File: src/rtl/mcc_xbar_seq.sv
// Diagonal sequencer for the memristor crossbar: buffers b/x, programs and senses
// each diagonal, accumulates per-row ADC samples with saturation, and emits y.

module mcc_xbar_lane #(
  parameter int LANE   = 0,
  parameter int DIM_W  = 5,
  parameter int DATA_W = 8,
  parameter int ACC_W  = 12
) (
  input  logic              clk,
  input  logic              rst,
  input  logic              cap_en_i,
  input  logic              acc_en_i,
  input  logic              last_i,
  input  logic              sel_en_i,
  input  logic [DIM_W-1:0]  d_i,
  input  logic [DATA_W-1:0] adc_i,
  output logic [DIM_W-1:0]  mux_sel_o,
  output logic [ACC_W-1:0]  y_o
);
  logic [DATA_W-1:0] adc_q;
  logic [ACC_W-1:0]  acc_q, y_q, sat;
  logic [ACC_W:0]    sum;

  assign sum = {1'b0, acc_q} + {1'b0, ACC_W'(adc_q)};
  assign sat = sum[ACC_W] ? '1 : sum[ACC_W-1:0];

  // Diagonal d pairs row i with column (i + d) mod N; the narrow add wraps for free.
  assign mux_sel_o = sel_en_i ? (DIM_W'(LANE) + d_i) : '0;
  assign y_o       = y_q;

  always_ff @(posedge clk) begin
    if (rst) begin
      adc_q <= '0;
      acc_q <= '0;
      y_q   <= '0;
    end else begin
      if (cap_en_i) adc_q <= adc_i;
      if (acc_en_i) begin
        if (last_i) begin
          y_q   <= sat;
          acc_q <= '0;
        end else begin
          acc_q <= sat;
        end
      end
    end
  end
endmodule

module mcc_xbar_seq #(
  parameter int XBAR_SIZE      = 32,
  parameter int XBAR_DIM_WIDTH = 5,
  parameter int DATA_WIDTH     = 8,
  parameter int ACC_WIDTH      = 12,
  parameter int PROG_CYCLES    = 4
) (
  input  logic                                clk,
  input  logic                                rst,
  input  logic [XBAR_SIZE*DATA_WIDTH-1:0]     x_values_in,
  input  logic                                x_valid_in,
  input  logic [DATA_WIDTH-1:0]               b_value_in,
  input  logic [XBAR_DIM_WIDTH-1:0]           b_offset_in,
  input  logic                                b_valid_in,
  input  logic [XBAR_DIM_WIDTH-1:0]           diag_in,
  input  logic                                diag_go_in,
  input  logic                                diag_last_in,
  output logic                                busy_out,
  output logic [XBAR_SIZE*DATA_WIDTH-1:0]     dac_out,
  output logic                                dac_valid_out,
  output logic                                dac_mode_out,
  output logic [XBAR_SIZE*XBAR_DIM_WIDTH-1:0] mux_sel,
  input  logic [XBAR_SIZE*DATA_WIDTH-1:0]     adc_in,
  input  logic                                adc_valid_in,
  output logic [XBAR_SIZE*ACC_WIDTH-1:0]      y_values_out,
  output logic                                y_values_valid
);
  localparam int CNT_W = (PROG_CYCLES > 1) ? $clog2(PROG_CYCLES) : 1;

  typedef enum logic [2:0] {IDLE, PROG, SENSE, ACC, DONE} state_t;

  state_t                                    state_q, state_d;
  logic [CNT_W-1:0]                          cnt_q, cnt_d;
  logic [XBAR_DIM_WIDTH-1:0]                 d_q;
  logic                                      last_q, busy_q;
  logic [XBAR_SIZE-1:0][DATA_WIDTH-1:0]      b_buf_q, x_q;
  logic [XBAR_SIZE-1:0][XBAR_DIM_WIDTH-1:0]  mux_vec;
  logic [XBAR_SIZE-1:0][ACC_WIDTH-1:0]       y_vec;
  logic                                      in_prog, in_sense, in_idle;

  assign in_idle  = (state_q == IDLE);
  assign in_prog  = (state_q == PROG);
  assign in_sense = (state_q == SENSE);

  always_comb begin
    state_d = state_q;
    cnt_d   = cnt_q;
    case (state_q)
      IDLE: if (diag_go_in) begin
        state_d = PROG;
        cnt_d   = '0;
      end
      PROG: begin
        if (cnt_q == CNT_W'(PROG_CYCLES - 1)) state_d = SENSE;
        else                                  cnt_d   = cnt_q + CNT_W'(1);
      end
      SENSE:   if (adc_valid_in) state_d = ACC;
      ACC:     state_d = last_q ? DONE : IDLE;
      DONE:    state_d = IDLE;
      default: state_d = IDLE;
    endcase
  end

  always_ff @(posedge clk) begin
    if (rst) begin
      state_q <= IDLE;
      cnt_q   <= '0;
      d_q     <= '0;
      last_q  <= 1'b0;
      busy_q  <= 1'b0;
      b_buf_q <= '0;
      x_q     <= '0;
    end else begin
      state_q <= state_d;
      cnt_q   <= cnt_d;
      busy_q  <= (state_d != IDLE);
      // Loads land on the same edge as go, so PROG already sees them.
      if (in_idle) begin
        if (b_valid_in) b_buf_q[b_offset_in] <= b_value_in;
        if (x_valid_in) x_q <= x_values_in;
        if (diag_go_in) begin
          d_q    <= diag_in;
          last_q <= diag_last_in;
        end
      end
    end
  end

  for (genvar g = 0; g < XBAR_SIZE; g++) begin : g_lane
    mcc_xbar_lane #(
      .LANE   (g),
      .DIM_W  (XBAR_DIM_WIDTH),
      .DATA_W (DATA_WIDTH),
      .ACC_W  (ACC_WIDTH)
    ) u_lane (
      .clk       (clk),
      .rst       (rst),
      .cap_en_i  (in_sense && adc_valid_in),
      .acc_en_i  (state_q == ACC),
      .last_i    (last_q),
      .sel_en_i  (in_prog || in_sense),
      .d_i       (d_q),
      .adc_i     (adc_in[g*DATA_WIDTH +: DATA_WIDTH]),
      .mux_sel_o (mux_vec[g]),
      .y_o       (y_vec[g])
    );
  end

  assign busy_out       = busy_q;
  assign dac_valid_out  = in_prog || in_sense;
  assign dac_mode_out   = in_sense;
  assign dac_out        = in_prog ? b_buf_q : (in_sense ? x_q : '0);
  assign mux_sel        = mux_vec;
  assign y_values_out   = y_vec;
  assign y_values_valid = (state_q == DONE);
endmodule

File: config.mk
export PLATFORM = sky130hd
export DESIGN_NAME = mcc_xbar_seq
export DESIGN_NICKNAME = d
export VERILOG_FILES = /design/src/rtl/mcc_xbar_seq.sv
export SDC_FILE = /design/constraint.sdc
export NUM_CORES = 2
export LEC_CHECK = 0
export CAP_MARGIN = 20
export CELL_PAD_IN_SITES_DETAIL_PLACEMENT = 1
export CELL_PAD_IN_SITES_GLOBAL_PLACEMENT = 2
export CORE_AREA = 2 2 524 526
export CTS_BUF_LIST = sky130_fd_sc_hd__clkbuf_8
export DETAILED_ROUTE_END_ITERATION = 12
export DIE_AREA = 0 0 526 528
export PLACE_DENSITY = 0.82
export SYNTH_ARGS = -nofsm -noshare
export SYNTH_HDL_FRONTEND = slang
export SYNTH_SLANG_ARGS = --single-unit
File: constraint.sdc
create_clock -name clk -period 3.2 [get_ports clk]
set_clock_uncertainty 0.15 [all_clocks]
set_input_delay 0.32 -clock clk [delete_from_list [all_inputs] [get_ports clk]]
set_output_delay 0.32 -clock clk [all_outputs]
set_load 0.02 [all_outputs]
-- Word-level counts from Yosys, hierarchy flattened
Index checks and enable logic that the tools add are counted.
- bits in registers: 1548
- input bits: 537
- output and inout port bits: 804
- word-level logic and storage cells: 358
- $add $sub $neg: 64
- order comparisons: 2
- equal/unequal tests: 7
- mux-type cells: 109
- reduce and logical (&&, ||, !) cells: 11
- operators with widths (kind ; number):
    12-bit 2-to-1 mux ; 64
    256-bit 2-to-1 mux ; 2
    12-bit by 8-bit adder with 13-bit output ; 32
    256-bit bitwise mux ; 1
    5-bit 2-to-1 mux ; 32
    5-bit adder (first input constant) ; 16
    4-bit by 5-bit adder with 5-bit output (first input constant) ; 8
    8-bit demux with 5-bit select ; 1
    3-bit by 5-bit adder with 5-bit output (first input constant) ; 4
    3-bit 2-to-1 mux ; 4
    3-bit case mux with 4 select lines ; 1
    2-bit by 5-bit adder with 5-bit output (first input constant) ; 2
    8-bit 2-to-1 mux ; 1
    2-bit AND reduction ; 4
    3-bit by 2-bit == test with 1-bit output (second input constant) ; 2
    5-bit by 6-bit less-than comparator with 1-bit output (second input constant) ; 1
    1-bit by 5-bit adder with 5-bit output (first input constant) ; 1
    5-bit by 1-bit >= comparator with 1-bit output (second input constant) ; 1
    2-bit 2-to-1 mux ; 2
    2-bit inequality test (second input constant) ; 2
    2-bit case mux with 2 select lines ; 1
    3-bit by 1-bit == test with 1-bit output (second input constant) ; 1
    3-bit == test (second input constant) ; 1
    3-bit zero test ; 1
    7 further kinds ; 8

-- Logic depth before layout (Yosys ltp)
- word-level depth: 5
- mapped depth: 10
- depth with buffers taken out: 8

-- Cells and area by module
From an unflattened synthesis, not the netlist that was laid out.
- cells, all modules: 8488
- area, all modules: 75507.4 um^2
- by module, submodules not included (module ; instances ; cells each ; area each (um^2) ; sequential area each (um^2)):
    mcc_xbar_seq ; 1 ; 2371 ; 22128.7 ; 10490.1
    mcc_xbar_lane at g_lane[13].u_lane ... ; 7 ; 195 ; 1656.6 ; 640.6
    mcc_xbar_lane at g_lane[14].u_lane ... ; 4 ; 189 ; 1679.1 ; 640.6
    mcc_xbar_lane at g_lane[11].u_lane ... ; 3 ; 192 ; 1697.9 ; 640.6
    mcc_xbar_lane at g_lane[15].u_lane ... ; 3 ; 192 ; 1696.6 ; 640.6
    mcc_xbar_lane at g_lane[18].u_lane ... ; 2 ; 187 ; 1671.6 ; 640.6
    mcc_xbar_lane at g_lane[12].u_lane ... ; 2 ; 187 ; 1665.3 ; 640.6
    mcc_xbar_lane at g_lane[10].u_lane ... ; 2 ; 193 ; 1642.8 ; 640.6
    mcc_xbar_lane at g_lane[7].u_lane ; 1 ; 197 ; 1739.2 ; 640.6
    mcc_xbar_lane at g_lane[19].u_lane ; 1 ; 192 ; 1695.4 ; 640.6
    mcc_xbar_lane at g_lane[4].u_lane ; 1 ; 185 ; 1657.8 ; 640.6
    mcc_xbar_lane at g_lane[9].u_lane ; 1 ; 195 ; 1654.1 ; 640.6
    mcc_xbar_lane at g_lane[0].u_lane ; 1 ; 193 ; 1651.6 ; 640.6
    mcc_xbar_lane at g_lane[24].u_lane ; 1 ; 184 ; 1645.3 ; 640.6
    3 more rows ; n/a ; n/a ; n/a ; n/a

-- Worst setup path after synthesis
OpenSTA, ideal clock, no wires.
- path kind: register to output
- from: register state_q[0]
- to: output port mux_sel[100]
- data arrival time: 2.305 ns
- data required time: 2.730 ns
- slack: 0.425 ns
- stages on the path, launching flop included: 7
- buffers on the path: 2
- path through: dfxtp_1 > inv_1 > nor3_1 > nor2_1 > clkbuf_1 > nor2_1 > buf_4
- longest elaborated chain between the ends: 3
- elaborated cells on any way between the ends: 4
- those cells by class: 2 x eq/ne; 1 x mux; 1 x reduce/logical
- ends and longest elaborated chain (element ; line ; text):
    start, declared ; 82 ; state_t state_q, state_d;
    start signal, assigned ; 124 ; state_q <= state_d;
    3-bit by 1-bit == test with 1-bit output or 3-bit by 2-bit == test with 1-bit output (tied branches) ; 92, 93 ;
    1-bit logical OR * ; 151 ; .sel_en_i (in_prog || in_sense),
    5-bit 2-to-1 mux * ; 29 ; assign mux_sel_o = sel_en_i ? (DIM_W'(LANE) + d_i) : '0;
    end, declared ; 72 ; output logic [XBAR_SIZE*XBAR_DIM_WIDTH-1:0] mux_sel,
Mark *: on every way between the ends. The rest lies on a longest branch, timed or not.

-- Final worst setup path
- from: register state_q[0]
- to: output port dac_out[24]
- longest elaborated chain between the ends: 3
- elaborated cells on any way between the ends: 4
- those cells by class: 2 x eq/ne; 2 x mux
- ends and longest elaborated chain (element ; line ; text):
    3-bit by 2-bit == test with 1-bit output ; 93 ; assign in_sense = (state_q == SENSE);
    256-bit 2-to-1 mux ; 162 ; assign dac_out = in_prog ? b_buf_q : (in_sense ? x_q : '0);
    256-bit 2-to-1 mux * ; 162 ;
    end, declared ; 69 ; output logic [XBAR_SIZE*DATA_WIDTH-1:0] dac_out,
Marked as above.

==> reports/qor.yml <==
cts.clk_slew.worst_paths_ps: 50
r2r-start: "g_lane[23].u_lane.acc_q[0]$_SDFFE_PP0N_"
syn_avg_cell_area_um2: 8.12
portBuffers: 1340
ys_seq_elements: 1548
area_growth_pct: 43.9
switchingPower_mw: 11.7
post-route-min-period_ps: 3200
p_per_area_nw_per_um2: 431
remaining_drc_errors: 0
start_kind: "flip-flop"
drt-initial-drc-count: 4108
grt_max_degree: 219
cts_tree: "yes"
end_kind: "output pin"
grt_usage_pct: 24.8
dr.pass1.iters: 6
synth_nets: 9513
vias: 72900
maxCapViolations: 0
hold_viol_final: 0
p_sw_share_pct: 26.8
internal-power_mw: 32.0
nets: 11300
combPwrFrac_pct: 9.1
syn_area_um2: 70400
worst_r2r_path_depth: 8
postRouteAntennaNets: 0
ys_warn_count: 0
report.final.setup_viol: 1
path_class: "flip-flop to output pin"
cts_buffers: 298
gr-total-overflow: 0
antenna_found_initial: 39
routed_wl_mm: 361
rsz0062_at_grt: "true"
worstPathRequired_ps: 2730
pre_cts_ws_ps: -35.4
max_freq_mhz: 312
clk_latency_ps: 1010
core_area_um2: 272000
vdd_drop_max_v: 0.000277
synth_cell_type_count: 72
critPathArrivalTime_ps: 2730
setup_ws_ps: -1.26
start_util_pct: 25.9
cts.sinks: 1548
async_flop_share_pct: 0
slew_violations: 0
dp_hpwl_mm: 257
p_total_mw: 43.7
ys.flop_type: "dfxtp_1"
hold_end: "x_q[5]$_SDFFE_PP0P_"
fp.dieArea_um2: 278000
outcome: "finished with violations"
wl_per_cell_um: 25.3
io_pins: 1341
min_from: "x_values_in[5]"
r2r_slack_ps: 200
rows: 192
grt_pass1_vias: 75800
violations: "setup timing"
gp_congestion: 0.896
final_common_cell: "nand2_1"
hold_path_class: "primary input to flip-flop"
drive_above_1_share_pct: 11.9
critPathMaxFanout: 5
post-route-period-util_pct: 100
p_clk_share_pct: 45.6
htreeDepth: 5
synth_edf_count: 0
grt_pass1_wl_mm: 517
final_cell_mix: "nand2_1, dfxtp_1, a21oi_1"
fin_setup_tns_ps: -1.26
relSlewSlack_pct: 12.3
via_per_inst: 5.11
holdPathStages: 3
power_frac_seq_pct: 45.2
tightest_slew_ps: 1320
cts_root_buffer: "clkbuf_8"
die_h_um: 528
cellLeakagePower_nw: 39.5
die_w_um: 526
netlist_instances: 8675
r2r_end: "g_lane[23].u_lane.y_o[3]$_SDFFE_PP0N_"
ctsLongestPathBuffers: 4
ys_seq_area_share_pct: 44.0
[synthesized netlist by cell type, drive strengths merged (49+ instances only)]
cell type / count / area (µm²)
nor2: 884 / 3320
dfxtp: 1548 / 31000
xor2: 97 / 850
nand2: 1666 / 6250
a21o: 93 / 698
buf: 165 / 1050
a211oi: 335 / 2510
mux2i: 85 / 851
clkbuf: 553 / 2080
a22o: 272 / 2380
xnor2: 144 / 1260
ha: 269 / 3370
inv: 80 / 300
a21oi: 1028 / 5140
nor2b: 57 / 357
a31oi: 49 / 307
o21ai: 387 / 1940
nand3: 271 / 1360
nor3: 102 / 533
[sequential cells by signal, summed over array words and instances (netlist names)]
signal,flops
g_lane.u_lane.y_o,384
x_q,256
busy_out,1
last_q,1
b_buf_q,256
d_q,5
g_lane.u_lane.acc_q,384
cnt_q,2
state_q,3
g_lane.u_lane.adc_q,256
[worst max path at each step]
stage / start / end / slack, ps / cells past startpoint
floorplan: state_q[0]$_SDFF_PP0_ / mux_sel[100] / 420 / 6
detailed placement: g_lane[28].u_lane.acc_q[0]$_SDFFE_PP0N_ / g_lane[28].u_lane.y_o[2]$_SDFFE_PP0N_ / -40 / 8
global placement: g_lane[28].u_lane.adc_q[0]$_SDFFE_PP0P_ / g_lane[28].u_lane.y_o[6]$_SDFFE_PP0N_ / 70 / 8
finish: state_q[0]$_SDFF_PP0_ / dac_out[24] / -1 / 11
CTS: state_q[0]$_SDFF_PP0_ / dac_out[60] / -260 / 12
global route: state_q[0]$_SDFF_PP0_ / dac_out[24] / -180 / 11
[area by class of cell]
| class | instances | area (µm²) |
|---|---|---|
| diodes | 21 | 52.6 |
| clock buffers | 366 | 5040 |
| clock inverters | 142 | 816 |
| fillers | 31800 | 171000 |
| inverters | 82 | 313 |
| multi-input cells | 6329 | 37200 |
| flip-flops and latches | 1548 | 31000 |
| well taps | 3589 | 4490 |
| repair buffers | 2187 | 22400 |
[worst max-delay path, cell delays in order (launching register included)]
cell	delay (ps)
dfxtp_2	350
inv_4	60
nor3_4	230
buf_12	150
buf_16	130
buf_12	110
buf_12	120
buf_16	120
buf_12	120
buf_12	100
a22o_1	150
buf_6	130
[through the flow]
step	instances	cell area [µm²]	hold WS (ps)	utilization, %
final	14300	101000	113	37.2
after CTS	14200	101000	3.36	36.9
after floorplan	8675	70400	277	-
after global placement	13100	87500	285	32.1
after global routing	14300	101000	46.9	37.2
after detailed placement	13100	87600	293	32.1
[kinds of logic (layout without fill, tap and decap cells)]
kind of cell / after synthesis / count (layout) / synth area share (%)
AND/OR/NAND/NOR: 3255 / 3257 / 19.5
AO/OA/AOI/OAI: 2444 / 2444 / 21.8
flip-flops: 1548 / 1548 / 44.0
buffers and inverters: 800 / 2777 / 4.87
adder cells (fa/ha/maj): 301 / 301 / 5.69
XOR/XNOR: 241 / 241 / 3.00
multiplexers: 86 / 86 / 1.22
other: 0 / 21 / 0
[per-layer routing]
layer | vias up | track usage [%] | part of all wire [%]
met5 | - | 0 | 0.014
met4 | 8 | 13.2 | 6.0
met3 | 720 | 5.75 | 6.9
met2 | 2425 | 41.8 | 47
met1 | 36000 | 29.0 | 40
li1 | 33700 | - | -
[what timing repair did]
| item | CTS | global route |
|---|---|---|
| hold buffers | 527 | 0 |
| gates resized for setup | 1684 | 255 |
| buffers inserted | 64 | 28 |
| cloned | 33 | 9 |
| pin swaps | 30 | 47 |
| hold endpoints to repair | 997 | 0 |
| setup endpoints to repair | 423 | 286 |
[power groups by stage]
stage | clock network [mW] | logic (mW) | registers, mW
after detailed placement | 0 | 3.08 | 20.2
after global routing | 21.3 | 4.18 | 19.8
after floorplan | 0 | 1.37 | 20.0
final | 19.9 | 3.99 | 19.8
after global placement | 0 | 3.05 | 20.2
after CTS | 20.4 | 3.93 | 19.8
No activity file was read; power rests on OpenSTA's default activity.
